### config.mk
export PLATFORM = sky130hd
export DESIGN_NAME = zion_dat_write_pack
export DESIGN_NICKNAME = d
export VERILOG_FILES = /design/src/rtl/zion_dat_write_pkg.sv /design/src/rtl/zion_dat_write_merge.sv /design/src/rtl/zion_dat_write_pack.sv
export SDC_FILE = /design/constraint.sdc
export NUM_CORES = 1
export LEC_CHECK = 0
export CORE_ASPECT_RATIO = 1.75
export CORE_MARGIN = 4
export CORE_UTILIZATION = 52
export CTS_CLUSTER_SIZE = 24
export DETAILED_ROUTE_END_ITERATION = 12
export HOLD_SLACK_MARGIN = 0.06
export PLACE_DENSITY = 0.8
export SLEW_MARGIN = 20
export SYNTH_ARGS = -nofsm -noshare
export SYNTH_HDL_FRONTEND = slang
export SYNTH_SLANG_ARGS = --single-unit
export TNS_END_PERCENT = 10
### constraint.sdc
create_clock -name clk -period 3.6 [get_ports clk]
set_input_delay 0.36 -clock clk [delete_from_list [all_inputs] [get_ports clk]]
set_output_delay 0.36 -clock clk [all_outputs]
set_load 0.05 [all_outputs]
### src/rtl/zion_dat_write_pkg.sv
// Shared helpers for the narrow-write packer: width derivation, lane masks
// and write legality checks.
package zion_dat_write_pkg;

  localparam int MAX_UNIT = 64;
  localparam int MAX_UNIT_W = $clog2(MAX_UNIT);

  function automatic int calc_num_unit(input int width_data, input int width_unit);
    return width_data / width_unit;
  endfunction

  function automatic int calc_width_addr(input int num_unit);
    return $clog2(num_unit);
  endfunction

  function automatic int calc_width_size(input int width_addr);
    return $clog2(width_addr + 1);
  endfunction

  // Units addr..addr+2^size-1, optionally mirrored so unit 0 lands in the top lane.
  function automatic logic [MAX_UNIT-1:0] lane_mask(input int unsigned addr,
                                                    input int unsigned size,
                                                    input int unsigned num_unit,
                                                    input bit addr_type);
    logic [MAX_UNIT-1:0] m;
    logic [MAX_UNIT_W-1:0] idx;
    int unsigned span;
    m = '0;
    span = (size < 31) ? (32'd1 << size) : 32'd0;
    for (int unsigned u = 0; u < MAX_UNIT; u++) begin
      if (u < num_unit && u >= addr && u < addr + span) begin
        idx = MAX_UNIT_W'(addr_type ? (num_unit - 1 - u) : u);
        m[idx] = 1'b1;
      end
    end
    return m;
  endfunction

  function automatic bit addr_legal(input int unsigned addr,
                                    input int unsigned size,
                                    input int unsigned width_addr);
    if (size > width_addr) return 1'b0;
    return (addr & ((32'd1 << size) - 32'd1)) == 32'd0;
  endfunction

endpackage

### src/rtl/zion_dat_write_merge.sv
// Combinational merge of one narrow write into the assembly buffer.
// Illegal writes pass the buffer through untouched.
module zion_dat_write_merge
  import zion_dat_write_pkg::*;
#(
  parameter int WIDTH_DATA_OUT = 32,
  parameter int WIDTH_UNIT = 8,
  parameter int ADDR_TYPE = 0,
  localparam int NUM_UNIT = calc_num_unit(WIDTH_DATA_OUT, WIDTH_UNIT),
  localparam int WIDTH_ADDR = calc_width_addr(NUM_UNIT),
  localparam int WIDTH_SIZE = calc_width_size(WIDTH_ADDR)
)(
  input  logic [WIDTH_DATA_OUT-1:0] buf_dat,
  input  logic [NUM_UNIT-1:0]       buf_mask,
  input  logic [WIDTH_ADDR-1:0]     wr_addr,
  input  logic [WIDTH_SIZE-1:0]     wr_size,
  input  logic [WIDTH_DATA_OUT-1:0] wr_dat,
  output logic [WIDTH_DATA_OUT-1:0] merged_dat,
  output logic [NUM_UNIT-1:0]       merged_mask,
  output logic                      legal
);

  logic [NUM_UNIT-1:0]       hit_lane;
  logic [WIDTH_DATA_OUT-1:0] shifted;

  always_comb begin
    legal    = addr_legal(32'(wr_addr), 32'(wr_size), WIDTH_ADDR);
    hit_lane = NUM_UNIT'(lane_mask(32'(wr_addr), 32'(wr_size), NUM_UNIT, ADDR_TYPE != 0));
    shifted  = wr_dat << (32'(wr_addr) * WIDTH_UNIT);
  end

  // shifted holds data in unit order; each unit u is routed to its physical lane.
  for (genvar u = 0; u < NUM_UNIT; u++) begin : g_unit
    localparam int LANE = (ADDR_TYPE != 0) ? (NUM_UNIT - 1 - u) : u;
    logic hit;
    assign hit = legal && hit_lane[LANE];
    assign merged_dat[LANE*WIDTH_UNIT +: WIDTH_UNIT] =
      hit ? shifted[u*WIDTH_UNIT +: WIDTH_UNIT] : buf_dat[LANE*WIDTH_UNIT +: WIDTH_UNIT];
    assign merged_mask[LANE] = hit | buf_mask[LANE];
  end

endmodule

### src/rtl/zion_dat_write_pack.sv
// Packs narrow unit-addressed writes into full-width words and emits them
// through a registered valid/ready slot.
module zion_dat_write_pack
  import zion_dat_write_pkg::*;
#(
  parameter int WIDTH_DATA_OUT = 32,
  parameter int WIDTH_UNIT = 8,
  parameter int ADDR_TYPE = 0,
  parameter int WIDTH_CNT = 16,
  localparam int NUM_UNIT = calc_num_unit(WIDTH_DATA_OUT, WIDTH_UNIT),
  localparam int WIDTH_ADDR = calc_width_addr(NUM_UNIT),
  localparam int WIDTH_SIZE = calc_width_size(WIDTH_ADDR)
)(
  input  logic                      clk,
  input  logic                      rst,
  input  logic                      iVld,
  output logic                      oRdy,
  input  logic [WIDTH_ADDR-1:0]     iAddr,
  input  logic [WIDTH_SIZE-1:0]     iSize,
  input  logic [WIDTH_DATA_OUT-1:0] iDat,
  input  logic                      iLast,
  output logic                      oVld,
  input  logic                      iRdy,
  output logic [WIDTH_DATA_OUT-1:0] oDat,
  output logic [NUM_UNIT-1:0]       oMask,
  output logic                      oErr,
  output logic [WIDTH_CNT-1:0]      oWordCnt
);

  logic [WIDTH_DATA_OUT-1:0] buf_dat_q, buf_dat_d;
  logic [NUM_UNIT-1:0]       buf_mask_q, buf_mask_d;
  logic                      out_vld_q, out_vld_d;
  logic [WIDTH_DATA_OUT-1:0] out_dat_q, out_dat_d;
  logic [NUM_UNIT-1:0]       out_mask_q, out_mask_d;
  logic                      err_q, err_d;
  logic [WIDTH_CNT-1:0]      cnt_q, cnt_d;

  logic [WIDTH_DATA_OUT-1:0] merged_dat;
  logic [NUM_UNIT-1:0]       merged_mask;
  logic                      legal;
  logic                      accept;
  logic                      xfer;
  logic                      complete;

  zion_dat_write_merge #(
    .WIDTH_DATA_OUT (WIDTH_DATA_OUT),
    .WIDTH_UNIT     (WIDTH_UNIT),
    .ADDR_TYPE      (ADDR_TYPE)
  ) u_merge (
    .buf_dat     (buf_dat_q),
    .buf_mask    (buf_mask_q),
    .wr_addr     (iAddr),
    .wr_size     (iSize),
    .wr_dat      (iDat),
    .merged_dat  (merged_dat),
    .merged_mask (merged_mask),
    .legal       (legal)
  );

  assign oRdy     = ~out_vld_q | iRdy;
  assign oVld     = out_vld_q;
  assign oDat     = out_dat_q;
  assign oMask    = out_mask_q;
  assign oErr     = err_q;
  assign oWordCnt = cnt_q;

  // A completing accept reloads the output slot in the same edge a transfer empties it.
  always_comb begin
    accept     = iVld & oRdy;
    xfer       = out_vld_q & iRdy;
    complete   = accept & ((&merged_mask) | (iLast & (|merged_mask)));
    buf_dat_d  = buf_dat_q;
    buf_mask_d = buf_mask_q;
    out_vld_d  = out_vld_q;
    out_dat_d  = out_dat_q;
    out_mask_d = out_mask_q;
    err_d      = accept & ~legal;
    cnt_d      = cnt_q + WIDTH_CNT'(xfer);

    if (xfer) begin
      out_vld_d = 1'b0;
    end
    if (complete) begin
      out_vld_d  = 1'b1;
      out_dat_d  = merged_dat;
      out_mask_d = merged_mask;
      buf_dat_d  = '0;
      buf_mask_d = '0;
    end else if (accept) begin
      buf_dat_d  = merged_dat;
      buf_mask_d = merged_mask;
    end
  end

  always_ff @(posedge clk) begin
    if (rst) begin
      buf_dat_q  <= '0;
      buf_mask_q <= '0;
      out_vld_q  <= 1'b0;
      out_dat_q  <= '0;
      out_mask_q <= '0;
      err_q      <= 1'b0;
      cnt_q      <= '0;
    end else begin
      buf_dat_q  <= buf_dat_d;
      buf_mask_q <= buf_mask_d;
      out_vld_q  <= out_vld_d;
      out_dat_q  <= out_dat_d;
      out_mask_q <= out_mask_d;
      err_q      <= err_d;
      cnt_q      <= cnt_d;
    end
  end

endmodule

==> impl_metrics.ini, run 1 <==
[status]
status = finished clean

[layout]
fillers = 715
final_core_util = 0.684
area_growth_pct = 28.0
num_antenna_cells = 0
stdcell_area_um2 = 6260
drive_gt1_frac = 0.106
finalNetCount = 682
instances_no_fill = 760

[route]
wl_um = 13000
final_antenna_net_count = 0
routedWlPerCell_um = 17.2
routed_via_density = 5.71
drc = 0
dr_total_vias = 4342
dr.pass1.iters = 5
drt_iter0_drc = 238

[critical_path]
critical_path.slowest_cell = clkdlybuf4s50_1
crit_type = input port to flop
crit_arrival_ns = 3.50
end_kind = flop
crit_chain = clkdlybuf4s50_1 -> nor2_1 -> ha_1 -> inv_1 -> fa_1 -> a21oi_1 -> a21o_1 -> a211oi_4 -> buf_4 -> o41ai_4 -> buf_4 -> nand4_1 -> o22ai_1
critPathRequiredTime_ns = 3.86
crit_top_cell = buf_4
cp_max_fo = 21
startpoint_type = input port
critPathTopFamily = compound AO/OA/AOI/OAI gates
critPathBufInv = 4
max_stage_delay_ns = 0.45

[yosys]
ys.warnings.count = 0
yosysUniqueCellTypes = 51
synth-async-reset-ratio = 0
synth_cells = 546
synth_edf_count = 0
synth_ff_type = dfxtp_1
avgSynthCellArea_um2 = 8.96
seq_area_frac_synth = 0.368
syn_area_um2 = 4890
syn_nets = 593
synth-seq-cells = 90

[power_and_ir_drop]
leakagePower_nw = 2.41
clock_power_share = 0.362
power_frac_seq = 0.427
p_per_area_nw_per_um2 = 393
comb_power_share = 0.211
p_int_mw = 1.74
switching_share = 0.292
net-switching-power_mw = 0.719
ir_worst_vdd_v = 0.000284

[placement]
place_hpwl_um = 9730
post-place-cells = 744
place_congestion = 0.942
dpl_cell_area_um2 = 5980
port_buffers = 95

[sta]
finClkSkew_ns = 0.00618
fmax_mhz = 309
period_share = 0.898
final-max-slew-violation-count = 0
tightest_slew_ns = 0.873
rsz0062_at_grt = false
setup_viol = 0
relSlewSlack = 0.418
min_period_ns = 3.23
fin_hold_ws_ns = 0.457
final.setup.tns_ns = 0
finalHoldViolations = 0

[clock_tree]
numClockSinks = 90
cts_hold_buf = 0
clock-root-buffer = clkbuf_16
cts_max_level = 3
cts_setup_buffers = 0
clock_path_buffers = 2
insertion_delay_ns = 0.35
cts_tree = yes
cts-resized-gates = 0
path_clk_slew_ns = 0.06
cts_inserted_buffers = 9

[global_routing]
grt_max_degree = 89
grt_overflow = 0
grt_pass1_wl_um = 21100
grt_pass1_vias = 4424
antenna_found_initial = 0
grt_usage = 0.247

[die]
core_um2 = 9150
fp.dieW_um = 81.3
num_rows = 46
start_util = 0.534
die_y_um = 136
design.die.area_um2 = 11100
io_pins = 96

[min_path]
hold_class = flop to flop

[job]
maxCapViolations = 0
==> cells by family after synthesis <==
family | synth area share
flops | 0.368
buf+inv | 0.0565
xor+xnor | 0.0215
mux | 0.174
compound gates | 0.187
fa+ha+maj | 0.0169
simple gates | 0.176
==> metrics by stage <==
stage               total power [mW]  setup slack (ns)
floorplan                       1.41             0.596
global placement                1.58             0.152
detailed placement              1.59            0.0280
CTS                             2.47             0.394
global route                    2.55             0.118
finish                          2.46             0.367
==> cell usage in the layout, fill, tap and decap left out, types with 3 or more instances in the layout <==
master and n:
nand4_1 7, o32a_1 8, nand2b_1 24, xor2_1 8
ha_1 5, xnor2_1 4, mux2_1 13, dfxtp_1 90
a2111oi_2 7, nor3_1 15, clkbuf_16 9, nor2b_1 21
mux2_2 12, and3_1 4, nor2_1 82, mux2i_1 57
buf_4 23, nand3_1 5, o21ai_0 14, a21oi_1 28
clkdlybuf4s50_1 94, inv_1 27, a211oi_1 20, or3_1 3
o32ai_1 3, a211o_1 10, nand2_1 7, and2_1 3
o22ai_1 5
==> power by group through the flow <==
stage	clock, mW	sequential, mW	combinational, mW
floorplan	0	1.14	0.273
global placement	0	1.07	0.506
detailed placement	0	1.07	0.514
CTS	0.905	1.05	0.517
global route	0.944	1.05	0.557
finish	0.892	1.05	0.520
==> flip-flops by register name, indices dropped and copies added (netlist names) <==
signal and flops:
oDat 32, oVld 1, buf_dat_q 32, oWordCnt 16
oErr 1, buf_mask_q 4, oMask 4
==> synth_stat cells, types with 7 or more instances <==
library cell	count	share of area
dfxtp_1	90	0.37
nor2_1	82	0.063
mux2i_1	57	0.12
a21oi_1	28	0.029
inv_1	27	0.021
nand2b_1	24	0.031
nor2b_1	21	0.027
a211oi_1	20	0.031
clkbuf_1	20	0.015
nor3_1	15	0.015
buf_2	14	0.014
o21ai_0	14	0.014
mux2_1	13	0.030
mux2_2	12	0.028
a211o_1	10	0.018
o32a_1	8	0.016
xor2_1	8	0.014
a2111oi_2	7	0.021
nand2_1	7	0.0054
nand4_1	7	0.0090
==> metal layers <==
layer  global-route usage  up-vias  wire length [um]
met5                    0        -                 0
met4                0.121        0               374
met3               0.0464       29               688
met2                0.449      168              7030
met1                0.264     2040              4950
li1                     -     2105                 -
==> area by class of cell <==
type	count	area [um2]	share of cell area
multi-input cells	390	2810	0.449
clock buffers	12	256	0.0410
inverters	27	101	0.0162
clock inverters	4	26.3	0.00420
flip-flops and latches	90	1800	0.288
well taps	120	150	0.0240
repair buffers	117	1110	0.178
==> worst register-to-register path, delay by kind of cell (launching register included) <==
family             cells  cell delay (ns)
AOI/OAI and AO/OA      4             1.43
DFF                    1             0.32
and+or+nand+nor        2             0.53
==> worst paths after layout <==
check,cells past startpoint,startpoint,slack [ns],endpoint
max,13,iSize[1],0.37,buf_dat_q[24]$_SDFFE_PP0P_
min,2,oDat[28]$_SDFFE_PP0P_,0.46,oDat[28]$_SDFFE_PP0P_
max reg2reg,6,oVld$_SDFFE_PP0P_,1.24,buf_dat_q[17]$_SDFFE_PP0P_
min reg2reg,2,oDat[28]$_SDFFE_PP0P_,0.46,oDat[28]$_SDFFE_PP0P_
No activity file was read; power rests on OpenSTA's default activity.
==> run 2: changes to the inputs <==
--- a/config.mk
+++ b/config.mk
@@ -8,6 +8,7 @@
 export CORE_ASPECT_RATIO = 1.75
 export CORE_MARGIN = 4
 export CORE_UTILIZATION = 52
+export CTS_CLUSTER_DIAMETER = 40
 export CTS_CLUSTER_SIZE = 24
 export DETAILED_ROUTE_END_ITERATION = 12
 export HOLD_SLACK_MARGIN = 0.06
==> results of run 2 <==
Same layout as run 1: the final DEF is identical, and so are final timing and power.
==> variant: new RTL, settings of run 1 <==
Remove the register `err_q`: a continuous assignment takes its place, so the output `oErr` follows one clock earlier.
--- a/src/rtl/zion_dat_write_pack.sv
+++ b/src/rtl/zion_dat_write_pack.sv
@@ -100,5 +100,4 @@
       out_dat_q  <= '0;
       out_mask_q <= '0;
-      err_q      <= 1'b0;
       cnt_q      <= '0;
     end else begin
@@ -108,9 +107,10 @@
       out_dat_q  <= out_dat_d;
       out_mask_q <= out_mask_d;
-      err_q      <= err_d;
       cnt_q      <= cnt_d;
     end
   end
 
+  assign err_q = err_d;
+
 endmodule
 
Formal check against the unedited RTL: not equivalent (a bounded check fails within 4 cycles, from zero or initial values and one cycle with rst high).
==> variant against run 1 <==
Non-clock buffer count down 1. Design area decreased by 2.1%. Area after synthesis is 3.4% lower. Setup slack worse by 110 ps. Synthesized cell count decreased by 5.5%. Total power grew 3.0%. Sequential share of layout area up 0.29 points. Wire length fell by 2.6%. Sequential cell count shrank 1.
==> variant: results (changes against run 1) <==
[cells_and_area]
seq_area_share_pct = 29.1  ; +0.29 points
layout.nonclk_buf_share_pct = 18.2  ; +0.38 points
multi_input_area_sq_um = 2720  ; -3.3%
fin_nets = 655  ; -4.0%
buffers = 116  ; -0.85%
fillers = 736  ; +2.9%
clkbuf_count = 13  ; +1
clock_area_share_pct = 4.80  ; +0.28 points
num-multi-input-gates = 372  ; -4.6%
nonClockInverterCount = 20  ; -26%

[clock_tree]
post_cts_buffers = 0  ; unchanged
clock_sinks = 89  ; -1.1%

[logic_synthesis]
ys_types = 56  ; +9.8%
syn-num-nets = 563  ; -5.1%
async_flop_share_pct = 0  ; unchanged
netlist_instances = 516  ; -5.5%
synth_common_cells = dfxtp_1, mux2i_1, nand2_1
yosys-top-cells-area = dfxtp_1, mux2i_1, o211a_1

[worst_setup_path]
worst_r2r_path_depth = 7  ; +1
regToRegEndpoint = oDat[17]
cp_max_fo = 10  ; -52%
crit_arrival_ps = 3580  ; +80 ps
critical-path-max-stage-delay_ps = 480  ; +30 ps
r2r_slack_ps = 1480  ; +240 ps

[detailed_routing]
firstDrtPassIters = 6  ; +1
routedWlPerCell_um = 17.4  ; +1.4%
vias = 4232  ; -2.5%
routed_wl_um = 12700  ; -2.6%
dr.first_iter.drc_count = 225  ; -5.5%

[timing]
fin_hold_ws_ps = 457  ; +0.415 ps
worst_slew_pin_slew_ps = 707  ; -166 ps

[placed_design]
place_inst = 713  ; -4.2%
place_area_sq_um = 5820  ; -2.7%
preCtsSetupSlack_ps = -119  ; -147 ps
place.gp.congestion = 0.922  ; -2.2%
hpwlAfterDp_um = 9380  ; -3.6%

[grt]
grt_pass1_wl_um = 20500  ; -2.7%
grt_pass1_vias = 4272  ; -3.4%
track_usage_pct = 24.2  ; -0.49 points
grt_max_degree = 40  ; -55%

[run_status]
status = complete, no violations

[power_and_ir_drop]
peakVddDrop_v = 0.000355  ; +25%
total_leakage_power_nw = 2.43  ; +0.92%

[worst_hold_path]
holdPathEnd = buf_dat_q[16]

[die]
die_area_sq_um = 10700  ; -3.2%

## variant: cell types whose count changed after synthesis, sizes merged, moves of 9 or more
| cell | delta |
|---|---|
| nand2b | -22 |
| nand2 | +43 |
| o211a | +22 |
| a211oi | -9 |
| nor3 | -12 |
| o21ai | +12 |
| mux2 | -15 |
| o211ai | +25 |
| nor2 | -33 |
| a21oi | -14 |
## variant: report_power, final
part | internal (mW) | leakage (nW) | switching [mW]
registers | 1.03 | 0.722 | 0.0224
clock network | 0.526 | 0.138 | 0.379
logic | 0.221 | 1.57 | 0.361
total | 1.77 | 2.43 | 0.762
## variant: cells by family after synthesis
group,share of synthesized area [%]
DFF,37.7
buffers and inverters,5.14
and+or+nand+nor,15.5
AOI/OAI and AO/OA,24.0
muxes,13.7
adders and majority gates,1.75
xor gates and xnor gates,2.23
## variant: routing by layer
metal,part of all wire [%],GRT usage (%),vias to the layer above
li1,-,-,2057
met1,38,26.9,1982
met2,54,43.4,155
met3,4.6,2.82,38
met4,3.7,13.4,0
met5,0,0,-
## variant: critical path: cells and delay by family
kind	cells	cell delay [ps]
buffers and inverters	4	900
AND/OR/NAND/NOR	3	710
AO/OA/AOI/OAI	3	710
adder cells (fa/ha/maj)	2	590
multiplexers	1	310
## variant: how the worst max path moves through the flow
stage	start	endpoint	slack, ps	depth (start not counted)
floorplan	iAddr[1]	oDat[18]	550	11
finish	iSize[0]	oDat[21]	250	13
detailed placement	iSize[1]	buf_dat_q[14]	-120	12
global placement	iSize[1]	buf_dat_q[19]	80	11
CTS	iSize[1]	buf_dat_q[17]	240	11
global route	iSize[1]	buf_dat_q[17]	30	12
